===== src/rtl/disp_pkg.sv =====
// Shared types and constants for the seven-segment display scheduler.
// Holds the FSM state encoding, the conversion widths and the double-dabble digit adjust.
package disp_pkg;

    typedef enum logic [1:0] {
        StIdle,
        StConvert,
        StShow
    } state_e;

    localparam int unsigned VAL_W       = 10;
    localparam int unsigned BCD_DIGITS  = 3;
    localparam int unsigned CONV_CYCLES = 10;

    typedef logic [3:0] bcd_digit_t;

    // Digits of 5 or more would carry past 9 after the next left shift.
    function automatic bcd_digit_t add3_adjust(input bcd_digit_t d);
        return (d >= 4'd5) ? d + 4'd3 : d;
    endfunction

endpackage


===== src/rtl/rr_arbiter.sv =====
// Combinational round-robin arbiter: the winner is the first active request
// at or after (ptr + 1) mod NREQ. The pointer register lives in the parent.
module rr_arbiter #(
    parameter int unsigned NREQ = 4,
    localparam int unsigned IdxW = $clog2(NREQ)
) (
    input  logic [NREQ-1:0] req_i,
    input  logic [IdxW-1:0] ptr_i,
    input  logic            enable_i,
    output logic [NREQ-1:0] gnt_o,
    output logic [IdxW-1:0] idx_o
);

    logic            found;
    logic [IdxW-1:0] cand;

    always_comb begin
        gnt_o = '0;
        idx_o = '0;
        found = 1'b0;
        cand  = '0;
        for (int unsigned k = 1; k <= NREQ; k++) begin
            cand = IdxW'((32'(ptr_i) + k) % NREQ);
            if (!found && enable_i && req_i[cand]) begin
                found       = 1'b1;
                gnt_o[cand] = 1'b1;
                idx_o       = cand;
            end
        end
    end

endmodule


===== src/rtl/disp_sched_ctrl.sv =====
// Display scheduler: round-robin grants one requester, converts its 10-bit
// two's-complement operand to sign + 3 BCD digits serially, then dwells.
module disp_sched_ctrl #(
    parameter int unsigned NREQ  = 4,
    parameter int unsigned DWELL = 1000,
    localparam int unsigned IdxW = $clog2(NREQ)
) (
    input  logic             Clock,
    input  logic             Resetn,
    input  logic [NREQ-1:0]  req_i,
    input  logic [NREQ*10-1:0] data_i,
    output logic [NREQ-1:0]  gnt_o,
    output logic             busy_o,
    output logic             neg_o,
    output logic [3:0]       bcd_hund_o,
    output logic [3:0]       bcd_tens_o,
    output logic [3:0]       bcd_ones_o,
    output logic [IdxW-1:0]  src_o,
    output logic             disp_valid_o
);

    import disp_pkg::*;

    localparam int unsigned DwellCyc = (DWELL == 0) ? 1 : DWELL;
    localparam int unsigned DwW      = $clog2(DwellCyc + 1);
    localparam int unsigned BcdW     = 4 * BCD_DIGITS;

    state_e             state_q, state_d;
    logic [IdxW-1:0]    ptr_q, ptr_d;
    logic [IdxW-1:0]    win_q, win_d;
    logic [3:0]         cnt_q, cnt_d;
    logic [VAL_W-1:0]   mag_q, mag_d;
    logic [BcdW-1:0]    bcd_q, bcd_d;
    logic               sign_q, sign_d;
    logic [DwW-1:0]     dwell_q, dwell_d;

    logic               neg_q, neg_d;
    logic [3:0]         hund_q, hund_d;
    logic [3:0]         tens_q, tens_d;
    logic [3:0]         ones_q, ones_d;
    logic [IdxW-1:0]    src_q, src_d;
    logic               valid_q, valid_d;

    logic               arb_en;
    logic [NREQ-1:0]    arb_gnt;
    logic [IdxW-1:0]    arb_idx;
    logic [VAL_W-1:0]   ops [NREQ];
    logic [VAL_W-1:0]   op_sel;
    logic [BcdW-1:0]    bcd_adj;

    // Gated by Resetn so no grant escapes while reset is held.
    assign arb_en = (state_q == StIdle) && Resetn;

    rr_arbiter #(
        .NREQ (NREQ)
    ) u_arb (
        .req_i    (req_i),
        .ptr_i    (ptr_q),
        .enable_i (arb_en),
        .gnt_o    (arb_gnt),
        .idx_o    (arb_idx)
    );

    always_comb begin
        for (int i = 0; i < int'(NREQ); i++) begin
            ops[i] = data_i[i*VAL_W +: VAL_W];
        end
        op_sel = ops[arb_idx];
    end

    always_comb begin
        for (int d = 0; d < int'(BCD_DIGITS); d++) begin
            bcd_adj[4*d +: 4] = add3_adjust(bcd_q[4*d +: 4]);
        end
    end

    always_comb begin
        state_d = state_q;
        ptr_d   = ptr_q;
        win_d   = win_q;
        cnt_d   = cnt_q;
        mag_d   = mag_q;
        bcd_d   = bcd_q;
        sign_d  = sign_q;
        dwell_d = dwell_q;
        neg_d   = neg_q;
        hund_d  = hund_q;
        tens_d  = tens_q;
        ones_d  = ones_q;
        src_d   = src_q;
        valid_d = valid_q;

        unique case (state_q)
            StIdle: begin
                if (|arb_gnt) begin
                    ptr_d   = arb_idx;
                    win_d   = arb_idx;
                    sign_d  = op_sel[VAL_W-1];
                    // -512 wraps to 10'h200, which is the correct unsigned magnitude.
                    mag_d   = op_sel[VAL_W-1] ? (~op_sel + 1'b1) : op_sel;
                    bcd_d   = '0;
                    cnt_d   = '0;
                    state_d = StConvert;
                end
            end
            StConvert: begin
                bcd_d = {bcd_adj[BcdW-2:0], mag_q[VAL_W-1]};
                mag_d = {mag_q[VAL_W-2:0], 1'b0};
                cnt_d = cnt_q + 4'd1;
                if (cnt_q == 4'(CONV_CYCLES - 1)) begin
                    hund_d  = bcd_d[11:8];
                    tens_d  = bcd_d[7:4];
                    ones_d  = bcd_d[3:0];
                    neg_d   = sign_q;
                    src_d   = win_q;
                    valid_d = 1'b1;
                    dwell_d = DwW'(DwellCyc - 1);
                    state_d = StShow;
                end
            end
            StShow: begin
                if (dwell_q == '0) begin
                    state_d = StIdle;
                end else begin
                    dwell_d = dwell_q - 1'b1;
                end
            end
            default: state_d = StIdle;
        endcase
    end

    always_ff @(posedge Clock or negedge Resetn) begin
        if (!Resetn) begin
            state_q <= StIdle;
            ptr_q   <= IdxW'(NREQ - 1);
            win_q   <= '0;
            cnt_q   <= '0;
            mag_q   <= '0;
            bcd_q   <= '0;
            sign_q  <= 1'b0;
            dwell_q <= '0;
            neg_q   <= 1'b0;
            hund_q  <= '0;
            tens_q  <= '0;
            ones_q  <= '0;
            src_q   <= '0;
            valid_q <= 1'b0;
        end else begin
            state_q <= state_d;
            ptr_q   <= ptr_d;
            win_q   <= win_d;
            cnt_q   <= cnt_d;
            mag_q   <= mag_d;
            bcd_q   <= bcd_d;
            sign_q  <= sign_d;
            dwell_q <= dwell_d;
            neg_q   <= neg_d;
            hund_q  <= hund_d;
            tens_q  <= tens_d;
            ones_q  <= ones_d;
            src_q   <= src_d;
            valid_q <= valid_d;
        end
    end

    assign gnt_o        = arb_gnt;
    assign busy_o       = (state_q != StIdle);
    assign neg_o        = neg_q;
    assign bcd_hund_o   = hund_q;
    assign bcd_tens_o   = tens_q;
    assign bcd_ones_o   = ones_q;
    assign src_o        = src_q;
    assign disp_valid_o = valid_q;

endmodule


===== config.mk =====
export PLATFORM = sky130hd
export DESIGN_NAME = disp_sched_ctrl
export DESIGN_NICKNAME = d
export VERILOG_FILES = /design/src/rtl/disp_pkg.sv /design/src/rtl/rr_arbiter.sv /design/src/rtl/disp_sched_ctrl.sv
export SDC_FILE = /design/constraint.sdc
export NUM_CORES = 1
export LEC_CHECK = 0
export CORE_UTILIZATION = 45
export CTS_BUF_LIST = sky130_fd_sc_hd__clkbuf_8
export DETAILED_ROUTE_END_ITERATION = 8
export PLACE_DENSITY = 0.79
export REMOVE_ABC_BUFFERS = 1
export SYNTH_ARGS = -nofsm -noshare
export SYNTH_HDL_FRONTEND = slang
export SYNTH_SLANG_ARGS = --single-unit

===== constraint.sdc =====
create_clock -name Clock -period 3.8 [get_ports Clock]
set_clock_uncertainty 0.15 [all_clocks]
set_input_delay 0.76 -clock Clock [delete_from_list [all_inputs] [get_ports Clock]]
set_output_delay 0.76 -clock Clock [all_outputs]
set_load 0.03 [all_outputs]

==> summary.txt <==
post-synth top area share -> 39.7%
synthesized area per cell -> 9.58 sq um
Final ANT Viol Nets -> 0
initial antenna violation count -> 0
largest area contributor in the netlist -> dfrtp_1
layout cells sized above 1 -> 19.3%
cell family with most CP delay -> buffers and inverters
multi-input combinational cell area -> 0.00200 sq mm
CP max FO -> 5
Placement Cell Area -> 0.00457 sq mm
H-Tree Depth -> 3
Syn Inst Count -> 375
n_diodes -> 0
dpl ws -> -0.113 ns
FMAX -> 272 MHz
library cells used by synthesis -> 54
Reg area -> 0.00148 sq mm
Synth warnings -> 0
final worst-path setup slack -> 0.124 ns
DIE AREA -> 0.00834 sq mm
largest net degree at the start of global routing -> 57
clock slew at reported path FFs -> 0.06 ns
min Tclk post-route -> 3.68 ns
asr flop ratio synth -> 100%
Final Cycle Share -> 96.7%
VDD IR-drop max -> 0.162 mV
critical path startpoint category -> input pin
slowest stage cell, crit path -> mux4_1
Worst Hold Class -> input pin to asynchronous set/reset pin
vias in the first global route -> 3222
Crit path largest cell delay -> 0.57 ns
GRT Residual Overflow -> 0
max-slew violations -> 0
CP endpoint kind -> output pin
IO Pins -> 67
Post-synth EDFFs -> 0
drt first pass iters -> 5
post-synthesis sequential element count -> 59
Die Ht -> 91.3 um
final instance area -> 0.00482 sq mm
Data required, critical path -> 2.89 ns
max cap viols -> 0
fillers -> 624
worst path bufs/invs -> 3
CTS root buf -> clkbuf_8
input/output buffers -> 66
iteration-0 DRC count of the detailed router -> 162
status -> complete, no violations
Seq/Total Area, Yosys -> 41.2%
RSZ-0062 raised after global routing -> false
Clk Latency, worst-skew pair -> 0.35 ns
dpl hpwl -> 6090 um
CTS tree -> yes
first-pass GRT wire length -> 14200 um
total global routing track utilization -> 21.3%
Routed WL -> 8150 um
# rows -> 32
pwr dens -> 292 mW/mm^2
leakage power -> 2.08 nW
starting density of the core -> 46.5%
# DRC -> 0
main flop type after synthesis -> dfrtp_1
arrival time at the worst endpoint -> 2.77 ns
Area contributors post-synth -> dfrtp_1 (40%), mux2i_1 (6.4%), o21ai_0 (5.6%), ha_1 (4.9%), nand2_1 (4.4%)
final hold violations -> 0
Vias -> 3148
Final setup viols -> 0
Syn Std Cell Area -> 0.00359 sq mm
Final nets -> 532
vias per cell -> 5.44
Placeable Area -> 0.00773 sq mm
Longest Clk Path Bufs -> 2
Worst R2R Setup Slack -> 0.25 ns
area grow syn2layout -> 34.1%
Crit Path Class -> input pin to output pin
Design Power -> 1.41 mW
fin cells -> 579
worst hold margin -> 0.0840 ns
Die W -> 91.3 um
Routed wire per std cell -> 14.1 um
Worst-Margin Slew -> 0.994 ns
Cell Chain, Critical Path -> clkdlybuf4s50_1, mux4_1, inv_2, nand3_1, nor2_2, a22oi_1, o21ai_0, buf_4
placed cell count -> 561
routability congestion estimate -> 0.801
number of buffers created by CTS -> 9
Hold Buf Count CTS -> 0
relative slew slack -> 33.1%
clock sinks -> 59
-- kinds of logic (layout without fill, tap and decap cells) --
family / count (synthesis) / in the layout / synth area share (%)
compound gates: 100 / 100 / 17.2
simple gates: 117 / 117 / 16.1
buf+inv: 31 / 133 / 4.04
fa+ha+maj: 14 / 14 / 4.88
mux: 40 / 40 / 13.2
flops: 59 / 59 / 41.2
xor+xnor: 14 / 14 / 3.41
-- cell usage in the layout, fill, tap and decap left out, types with 2 or more instances in the layout --
cell type and instances:
and3_1 3, mux2_2 11, a22oi_1 16, o21ai_1 7, a21o_1 2, and2_4 2
xnor2_1 11, dfrtp_1 57, inv_1 14, dfstp_2 2, nand2b_1 5, bufinv_16 2
mux2i_1 23, clkdlybuf4s50_1 61, nor2b_1 4, mux4_1 2, a21oi_1 17, a31oi_1 4
xor2_1 3, buf_4 39, ha_1 13, a311oi_1 2, clkinv_2 3, nor3_1 6
mux2_4 2, nand2_1 42, nor4_1 3, o21ai_0 39, nor3b_1 4, nand3_1 18
nor2_1 18, clkbuf_8 11, or2_2 2
-- state kept, by name, indices dropped and copies added, names as in the netlist --
name / cells
bcd_hund_o: 4
bcd_ones_o: 4
bcd_q: 12
bcd_tens_o: 4
cnt_q: 4
disp_valid_o: 1
dwell_q: 10
mag_q: 10
neg_o: 1
ptr_q: 2
sign_q: 1
src_o: 2
state_q: 2
win_q: 2
-- worst paths after layout --
kind,cells after the start,to,start
worst max-delay path,8,gnt_o[0],req_i[3]
worst min-delay path,1,src_o[0],Resetn
worst min register to register,1,disp_valid_o,disp_valid_o
max in group asynchronous,2,state_q[0],Resetn
min in group Clock,1,disp_valid_o,disp_valid_o
worst max register to register,14,mag_q[8],ptr_q[1]
-- metal layers --
layer / vias to the layer above / global-route usage (%) / wire (um)
met5: - / 0 / 0
met4: 0 / 11.0 / 194
met3: 19 / 3.18 / 331
met2: 92 / 37.0 / 4140
met1: 1493 / 25.6 / 3490
li1: 1544 / - / -
-- worst register-to-register path, cell delays in order (launching register included) --
cell and delay, ns:
dfstp_2 0.57, inv_1 0.10, ha_2 0.42, mux4_1 0.33, nor2_1 0.11, o21bai_1 0.10, a211oi_4 0.29, buf_12 0.19
mux2i_1 0.22, mux2_2 0.20, ha_1 0.16, inv_1 0.08, o31ai_2 0.28, xnor2_1 0.15, o21ai_1 0.07
-- cell usage after synthesis, types with 5 or more instances --
master	count
inv_1	15
nand2_1	42
xnor2_1	11
dfrtp_1	57
a21oi_1	17
mux2i_1	23
nor3_1	7
nor2_1	18
o21ai_1	7
clkbuf_1	10
nand2b_1	5
mux2_2	11
nand3_1	18
ha_1	14
o21ai_0	40
a22oi_1	16
-- area by class of cell --
class | instances | area share (%)
clock buffer | 11 | 3.14
clock inverter | 5 | 1.56
tap | 102 | 2.65
multi-input combinational | 285 | 41.5
sequential | 59 | 30.7
timing repair buffer | 102 | 19.3
inverter | 15 | 1.17
-- stage by stage --
stage               setup TNS, ns  util (%)
detailed placement         -0.279      59.1
floorplan                  -15.92         -
CTS                             0      62.0
global route                    0      62.4
finish                          0      62.4
global placement                0      59.1
-- power by group --
part           switching (mW)  total [mW]  internal [mW]
logic                  0.0509       0.126         0.0746
clock network           0.252       0.653          0.401
registers                   0       0.628          0.628
total                   0.303        1.41           1.10
-- timing repair --
action | 4_1_cts | 5_1_grt
resized for setup | 0 | 5
hold endpoints to repair | 0 | 0
setup endpoints to repair | 0 | 7
setup buffers | 0 | 2
Note: power is estimated with default switching activity, not from simulation.
